--- src/rtl/seg_scan_mux.sv ---
// seg_scan_mux: 4-digit common-anode 7-segment scan driver with per-frame value capture.
// Optional SEG_LZ_BLANK_EN: leading-zero blanking of digits 1..3.
module seg_scan_mux #(
  parameter int unsigned REFRESH_DIV = 100000,
  parameter int unsigned GAP_CYCLES  = 1000
) (
  input  logic        clk,
  input  logic        reset_n,
  input  logic        en,
  input  logic [15:0] value,
  input  logic [3:0]  dp_in,
  output logic [3:0]  digit,
  output logic [3:0]  an,
  output logic        dp,
  output logic        frame_start
);

  localparam int unsigned CW = (REFRESH_DIV > 2) ? $clog2(REFRESH_DIV) : 1;

  localparam logic [CW-1:0] CNT_LAST = CW'(REFRESH_DIV - 1);
  localparam logic [CW-1:0] GAP_LAST = CW'(GAP_CYCLES - 1);

  localparam logic [0:0] BLANK = 1'b0;
  localparam logic [0:0] DRIVE = 1'b1;

  logic [CW-1:0] cnt;
  logic [1:0]    idx;
  logic [0:0]    phase;
  logic [15:0]   shadow;
  logic [3:0]    dp_shadow;

  logic wrap;
  logic gap_end;
  logic capture;
  logic supp;
  logic drive;

  assign wrap    = (cnt == CNT_LAST);
  assign gap_end = (cnt == GAP_LAST);
  assign capture = (idx == 2'd0) && (phase == BLANK);

  always_ff @(posedge clk) begin
    if (!reset_n) begin
      cnt         <= '0;
      idx         <= 2'd0;
      phase       <= BLANK;
      shadow      <= 16'h0000;
      dp_shadow   <= 4'h0;
      frame_start <= 1'b0;
    end else begin
      cnt <= wrap ? '0 : cnt + CW'(1);
      if (wrap) begin
        idx <= idx + 2'd1;
      end
      unique case (1'b1)
        wrap:    phase <= BLANK;
        gap_end: phase <= DRIVE;
        default: phase <= phase;
      endcase
      // Sampling through the whole digit-0 gap keeps the last sample.
      if (capture) begin
        shadow    <= value;
        dp_shadow <= dp_in;
      end
      frame_start <= wrap && (idx == 2'd3);
    end
  end

  always_comb begin
    digit = 4'h0;
    unique case (idx)
      2'd0: digit = shadow[3:0];
      2'd1: digit = shadow[7:4];
      2'd2: digit = shadow[11:8];
      2'd3: digit = shadow[15:12];
      default: digit = 4'h0;
    endcase
  end

`ifdef SEG_LZ_BLANK_EN
  always_comb begin
    supp = 1'b0;
    unique case (idx)
      2'd0: supp = 1'b0;
      2'd1: supp = (shadow[15:4] == 12'h000);
      2'd2: supp = (shadow[15:8] == 8'h00);
      2'd3: supp = (shadow[15:12] == 4'h0);
      default: supp = 1'b0;
    endcase
  end
`else
  assign supp = 1'b0;
`endif

  assign drive = (phase == DRIVE) && en && !supp;

  always_comb begin
    an = 4'hF;
    dp = 1'b1;
    if (drive) begin
      an = ~(4'b0001 << idx);
      dp = ~dp_shadow[idx];
    end
  end

endmodule

--- config.mk ---
export PLATFORM = sky130hd
export DESIGN_NAME = seg_scan_mux
export DESIGN_NICKNAME = d
export VERILOG_FILES = /design/src/rtl/seg_scan_mux.sv
export SDC_FILE = /design/constraint.sdc
export NUM_CORES = 1
export LEC_CHECK = 0
export ABC_AREA = 0
export BUFFER_PORTS_ARGS = -buffer_cell sky130_fd_sc_hd__buf_2
export CORE_MARGIN = 1.5
export CORE_UTILIZATION = 35
export CTS_CLUSTER_DIAMETER = 80
export DETAILED_ROUTE_END_ITERATION = 16
export PLACE_DENSITY_LB_ADDON = 0.08
export SYNTH_ARGS = -nofsm -noshare
export SYNTH_HDL_FRONTEND = slang
export SYNTH_SLANG_ARGS = --single-unit
--- constraint.sdc ---
create_clock -name clk -period 2.2 [get_ports clk]
set_input_delay 0.33 -clock clk [delete_from_list [all_inputs] [get_ports clk]]
set_output_delay 0.33 -clock clk [all_outputs]
set_load 0.005 [all_outputs]
* Word level (Yosys, flattened, before mapping)
Cells that the tools add are included.
Operators by class: add/sub/neg operators 2, bitwise gates (word level) 4, equal/unequal tests 5, reductions and logical operators 6, magnitude comparators 1, muxes and demuxes 6, shifts and indexed selects 1
Operators by type and width (count):
- 17-bit by 1-bit adder with 17-bit output (second input constant) | 1
- 17-bit by 10-bit == test with 1-bit output (second input constant) | 1
- 17-bit == test (second input constant) | 1
- 4-bit case mux with 4 select lines | 1
- 2-bit == test (second input constant) | 2
- 4-bit two-way mux | 1
- 4-bit inverter | 1
- 1-bit by 2-bit left shift with 4-bit output (first input constant) | 1
- 1-bit logical AND | 3
- 2-bit by 3-bit < comparator with 1-bit output (second input constant) | 1
- 1-bit inverter | 3
- 2-bit by 1-bit adder with 2-bit output (second input constant) | 1
- 1-bit binary-select mux with 2-bit select | 1
- 2-bit by 1-bit == test with 1-bit output (second input constant) | 1
- 2-bit logical NOT | 1
- 1-bit two-way mux | 2
- 1-bit case mux with 2 select lines | 1
- 2-bit nonzero test | 1
- 2-bit OR reduction | 1
Word-level totals: bits in registers 41, input bits 23, logic and storage cells 31

* Depth between registers and ports, before layout
Gate-level depths: netlist of run 1.
word-level depth 4, gate-level depth with buffers 7, gate-level depth less buffers 5

* Worst setup path before layout of run 1
Ideal clock, no wire load.
path type register -> register, start point register cnt[12], end point register cnt[9], arrival time 1.637 ns, cell stages (with the launch flop) 7, data required time 2.085 ns, buffers on the path 2, clock period less this slack 1.751 ns, path slack 0.449 ns, cells stage by stage dfxtp_1 > or4_4 > nor4_4 > nand2b_1 > buf_6 > buf_8 > nor2_1
Between the ends: longest elaborated chain between the ends 2
RTL lines:
- start, declared | RTL line 26 | logic [CW-1:0] cnt;
- start signal, assigned | RTL line 51 | cnt <= wrap ? '0 : cnt + CW'(1);
- 17-bit == test | RTL line 38 | assign wrap = (cnt == CNT_LAST);
- 2-bit OR reduction (no source line)
No other way between the ends. A chain may end at the register's enable or synchronous reset.

* Worst setup path after layout of run 1
start point register idx[1], end point output port digit[2]
Between the ends: longest elaborated chain between the ends 2
RTL lines:
- start, declared | RTL line 27 | logic [1:0] idx;
- start signal, assigned | RTL line 53 | idx <= idx + 2'd1;
- 2-bit == test (tied with other cells) | RTL line 71 | unique case (idx)
- 4-bit case mux with 4 select lines * | RTL line 71
- end, declared | RTL line 12 | output logic [3:0] digit,
Mark *: on every way between the ends. The rest lies on a longest branch, timed or not.

==> out/results.tsv, run 1 <==
metric	value	unit
synth unique cells	34	
io pins	33	
die span in y	76.8	µm
r2r startpoint	cnt[12]	
clk root buf	clkbuf_8	
Tmin final	1980	ps
Die Span X	76.8	µm
Synth Area per Inst	8.75	µm²
Arrival @ worst endpoint	1650	ps
Worst Hold Launch	value[14]	
crit share post-route	0.901	
CP Launch Type	register	
Slew Limit Fails	0	
CTS tree	built	
Core Region	0.00517	mm²
nets@finish	281	
Worst Reg2Reg Path Length in Cells	5	
RSZ-0062 raised after global routing	false	
Slew headroom	0.775	
P&R area growth vs syn	16.5	%
Setup TNS Final	0	ps
crit end category	primary output	
hpwl dp	2950	µm
synthesized area	0.00191	mm²
f_max	0.504	GHz
vias in the first global route	1433	
Final setup violation count	0	
Initial Utilization	0.369	
top post-synthesis cells by area	dfxtp_1, nand2_1, a21boi_0	
highest cell delay on the worst timing path	430	ps
Clock Skew	2.84	ps
first-pass GRT wire length	6850	µm
Post-DRT Antenna Nets	0	
Top delay family on crit path	flip-flops	
Die Area	0.00590	mm²
cells along the critical path	inv_1 > ha_1 > a222oi_1 > mux2i_1 > buf_2	
via/cell ratio	4.65	
Max VDD drop	0.238	mV
Critical Setup Path Class	register to primary output	
DRT Wirelength	4040	µm
Worst path slowest cell	dfxtp_1	
port bufs	32	
most common cell after layout, fill and taps aside	nand2_1	
Worst Hold Depth	3	
R2R setup slack	350	ps
area leader, netlist	dfxtp_1	
Critical Path RT	1870	ps
CP max FO	5	
grt ovf	0	
Fin. Hold Viols	0	
clock sinks	41	
largest net degree at the start of global routing	19	
Num CTS Buffers	5	
Clock H-tree levels	2	
setup repair bufs after CTS	0	
hold-fix buffer count after cts	0	
status	finished clean	
Site Rows	26	
initial antenna violation count	0	
FF+latch count, synth	41	
diode count	0	
max-cap violations	0	
worst hold path endpoint	shadow[14]	
DRC viols	0	
DR vias	1502	
PwrDens	594	mW/mm²
clock network latency to the later pin of the worst-skew pair	280	ps
clock slew at reported path FFs	70	ps
YS warnings	0	
sequential area share after synthesis	0.430	
most frequent cells in the layout	nand2_1, dfxtp_1, buf_2	
DRT Pass-1 Iters	4	
WL per Instance	12.5	µm
share of layout cells above drive strength 1	0.194	
share of Yosys cell area claimed by the top area cell type	0.430	
Min-Delay Path Class	primary input to register	
GRT Util Overall	0.148	
final hold slack	287	ps
Cells after Synth	218	
WP buf/inv	2	
post-synthesis net count	247	
drt initial violations	73	
Leakage	0.876	nW
Post-Route Utilization	0.430	
Bufs on Longest Clock Path	2	
actual slew at the worst max-slew pin	337	ps
worst reg2reg path endpoint	phase	
gpl congestion	0.769	
-- flip-flops by register name, indices dropped and copies added, names as in the netlist --
signal       count
shadow          16
cnt             17
phase            1
idx              2
frame_start      1
dp_shadow        4
-- layout make-up --
class | instances | area [µm²]
Sequential cell | 41 | 821
Tap cell | 70 | 87.6
Fill cell | 536 | 2950
Timing Repair Buffer | 38 | 205
Multi-Input combinational cell | 156 | 991
Clock buffer | 8 | 80.1
Inverter | 10 | 37.5
-- per-stage QoR --
step	power, mW	worst slack (ps)	instances	area (µm²)
finish	1.32	217	323	2220
global route	1.39	21.1	323	2220
CTS	1.35	96.3	323	2220
detailed placement	0.873	349	315	2140
global placement	0.873	373	315	2140
floorplan	0.837	449	218	1910
-- how the worst max path moves through the flow --
stage | start | to | slack [ps] | cells after the start
global placement | cnt[12] | phase | 370 | 5
floorplan | cnt[12] | cnt[9] | 450 | 6
global route | idx[0] | digit[2] | 20 | 5
finish | idx[1] | digit[2] | 220 | 5
detailed placement | cnt[12] | phase | 350 | 5
CTS | idx[0] | digit[2] | 100 | 5
-- worst register-to-register path, delay by kind of cell, from the launching register on --
family	cells	cell delay [ps]
compound gates	1	100
buf+inv	1	220
flops	1	360
simple gates	3	1070
-- synthesized netlist by cell type (all sizes together) --
| cell | count |
|---|---|
| a21boi | 20 |
| a21oi | 1 |
| a222oi | 4 |
| and2 | 2 |
| and3 | 1 |
| buf | 3 |
| clkbuf | 8 |
| dfxtp | 41 |
| ha | 6 |
| inv | 10 |
| mux2i | 5 |
| mux4 | 1 |
| nand2 | 46 |
| nand2b | 1 |
| nand3 | 11 |
| nand4 | 5 |
| nand4b | 1 |
| nor2 | 19 |
| nor2b | 2 |
| nor3 | 4 |
| nor4 | 5 |
| o21ai | 1 |
| o22ai | 1 |
| or3 | 1 |
| or4 | 3 |
| or4bb | 1 |
| xnor2 | 11 |
| xor2 | 4 |
-- power by group --
group	total, mW	switching, mW	internal (mW)
Sequential	0.781	0.0143	0.767
Combinational	0.0728	0.0346	0.0382
Clock	0.466	0.240	0.225
Total	1.32	0.289	1.03
-- logic make-up (layout without fill, tap and decap cells) --
| group | after synthesis | after routing | synth area share |
|---|---|---|---|
| xor+xnor | 15 | 15 | 0.0688 |
| fa+ha+maj | 6 | 6 | 0.0393 |
| simple gates | 102 | 102 | 0.264 |
| flops | 41 | 41 | 0.430 |
| buf+inv | 21 | 56 | 0.0518 |
| mux | 6 | 6 | 0.0380 |
| compound gates | 27 | 27 | 0.108 |
-- what timing repair did --
item                                    in CTS  in global routing
gates resized for setup                      0                  1
endpoints found under the hold margin        0                  0
endpoints found under the setup margin       0                  2
-- per-layer routing --
metal / up-vias / GRT usage / wire (µm)
li1: 805 / - / -
met1: 667 / 0.204 / 2030
met2: 28 / 0.221 / 1790
met3: 2 / 0.0405 / 194
met4: 0 / 0.0500 / 24
met5: - / 0 / 0
No activity file was read; power rests on OpenSTA's default activity.
==> inputs of run 2 (changes only) <==
--- a/config.mk
+++ b/config.mk
@@ -8,7 +8,7 @@
 export ABC_AREA = 0
 export BUFFER_PORTS_ARGS = -buffer_cell sky130_fd_sc_hd__buf_2
 export CORE_MARGIN = 1.5
-export CORE_UTILIZATION = 35
+export CORE_UTILIZATION = 54
 export CTS_CLUSTER_DIAMETER = 80
 export DETAILED_ROUTE_END_ITERATION = 16
 export PLACE_DENSITY_LB_ADDON = 0.08
==> run 2 against run 1 <==
Register-to-register slack lost 30 ps; via count up 4.4%; final cell count fell by 7.4%; die area decreased by 34%; routed wire length down 2.3%; clock power increased by 10%; non-clock buffer count stayed put; hold slack lost 81 ps; critical path depth shrank 1; global-route usage up 7.3 points; clock-buffer cell count down 1; first-iteration DRC count rose by 67%; critical path type unchanged; critical endpoint unchanged; largest power group unchanged.
==> out/results.tsv, run 2 (synthesis gave the netlist of run 1 again) <==
metric	value	unit	change
met3 routed WL	177	µm	-8.8%
max reg flops	17		unchanged
Worst Hold Launch	value[13]		
Multi-input gate area	0.00100	mm²	+1.3%
gpl congestion	0.823		+7.0%
first-pass GRT wire length	6980	µm	+1.8%
Top Metal Used	met4		
met2 wire len	1980	µm	+11%
io pins	33		unchanged
worst reg2reg path endpoint	phase		
Setup TNS Final	0	ps	unchanged
most common cell after layout, fill and taps aside	nand2_1		
port bufs	32		unchanged
actual slew at the worst max-slew pin	417	ps	+79.5 ps
Final setup violation count	0		unchanged
hold-fix buffer count after cts	0		unchanged
Top delay family on crit path	compound AO/OA/AOI/OAI gates		
Critical Setup Path Class	register to primary output		
clock slew at reported path FFs	120	ps	+50 ps
WP buf/inv	1		-1
nets@finish	281		unchanged
R2R setup slack	320	ps	-30 ps
DRC viols	0		unchanged
diode count	0		unchanged
status	finished clean		
worst hold path endpoint	shadow[13]		
max-cap violations	0		unchanged
drt initial violations	122		+67%
Worst Hold Depth	3		unchanged
Area after DPL	0.00211	mm²	-1.4%
DRT Pass-1 Iters	4		unchanged
DR vias	1568		+4.4%
Critical Path RT	1870	ps	about the same
placed cells	291		-7.6%
Die Span X	62.4	µm	-19%
largest net degree at the start of global routing	21		+2
clk root buf	clkbuf_4		
CP max FO	6		+1
Bufs on Longest Clock Path	2		unchanged
Core Region	0.00336	mm²	-35%
crit share post-route	0.935		+0.0332
Arrival @ worst endpoint	1730	ps	+80 ps
DRT met1 WL	1710	µm	-16%
DRT Wirelength	3950	µm	-2.3%
Design Power	1.37	mW	+3.7%
Post-DRT Antenna Nets	0		unchanged
WL per Instance	13.2	µm	+5.5%
highest cell delay on the worst timing path	420	ps	about the same
Clock Skew	11.6	ps	+8.72 ps
Site Rows	21		-19%
share of layout cells above drive strength 1	0.217		+0.0237
die span in y	62.4	µm	-19%
final hold slack	207	ps	-80.6 ps
CP Launch Type	register		
Clock H-tree levels	2		unchanged
Leakage	0.885	nW	+0.99%
GRT Util Overall	0.221		+0.0732
initial antenna violation count	0		unchanged
clock network latency to the later pin of the worst-skew pair	350	ps	+70 ps
Finished Cell Area	0.00221	mm²	-0.34%
f_max	0.486	GHz	-3.6%
Min-Delay Path Class	primary input to register		
Largest regs	cnt x17, shadow x16, dp_shadow x4		
Max VDD drop	0.466	mV	+96%
r2r startpoint	cnt[12]		
via/cell ratio	5.24		+13%
Worst Reg2Reg Path Length in Cells	5		unchanged
Initial Utilization	0.567		+0.198
grt ovf	0		unchanged
Slew headroom	0.722		-0.0530
FF/Latch Area	826	µm²	+0.61%
vias in the first global route	1540		+7.5%
PwrDens	617	mW/mm²	+4.0%
cells along the critical path	ha_1 > a222oi_1 > mux2i_1 > buf_2		
Num CTS Buffers	5		unchanged
crit end category	primary output		
Tmin final	2060	ps	+73.1 ps
Slew Limit Fails	0		unchanged
Top reg by flops	cnt		
P&R area growth vs syn	16.1	%	
CTS tree	built		
CP startpoint	idx[1]		
Die Area	0.00390	mm²	-34%
Worst path slowest cell	a222oi_1		
most frequent cells in the layout	nand2_1, dfxtp_1, buf_2		
Fin. Hold Viols	0		unchanged
clock sinks	41		unchanged
hpwl dp	2790	µm	-5.4%
fin cells	299		-7.4%
FILL cells	318		-41%
RSZ-0062 raised after global routing	false		
## run 2: worst reg2reg max path, delay by kind of cell (launching register included)
| family | cells | cell delay (ps) |
|---|---|---|
| AOI/OAI and AO/OA | 1 | 100 |
| buffers and inverters | 1 | 210 |
| DFF | 1 | 380 |
| and+or+nand+nor | 3 | 1110 |
## run 2: power by group
part	internal [mW]	leakage [nW]	switching [mW]
Combinational	0.0383	0.501	0.0342
Clock	0.271	0.0455	0.242
Sequential	0.766	0.338	0.0153
## run 2: final cells by class
type | count | share of cell area
Clock inverter | 1 | 0.0136
Timing Repair Buffer | 38 | 0.0927
Sequential cell | 41 | 0.373
Clock buffer | 7 | 0.0249
Tap cell | 46 | 0.0260
Inverter | 10 | 0.0169
Multi-Input combinational cell | 156 | 0.453
## run 2: per-stage QoR
step | worst slack [ps] | utilization
finish | 144 | 0.658
global route | 40.7 | 0.658
CTS | 46.9 | 0.653
detailed placement | 346 | 0.627
global placement | 388 | 0.627
floorplan | 449 | -
## run 2: what timing repair did
| action | CTS | global route |
|---|---|---|
| endpoints found under the setup margin | 1 | 3 |
| buffers inserted | 0 | 0 |
| pin swaps | 1 | 1 |
| gates resized for setup | 1 | 6 |
## run 2: how the worst max path moves through the flow
stage,to,slack [ps],depth (start not counted)
floorplan,cnt[9],450,6
global placement,phase,390,5
detailed placement,phase,350,5
CTS,digit[2],50,5
global route,digit[2],40,5
finish,digit[2],140,4
## run 2: layer usage
| metal | vias up | global-route usage |
|---|---|---|
| met2 | 36 | 0.372 |
| met3 | 9 | 0.0613 |
| met1 | 719 | 0.271 |
| met4 | 0 | 0.0778 |
| met5 | - | 0 |
| li1 | 804 | - |
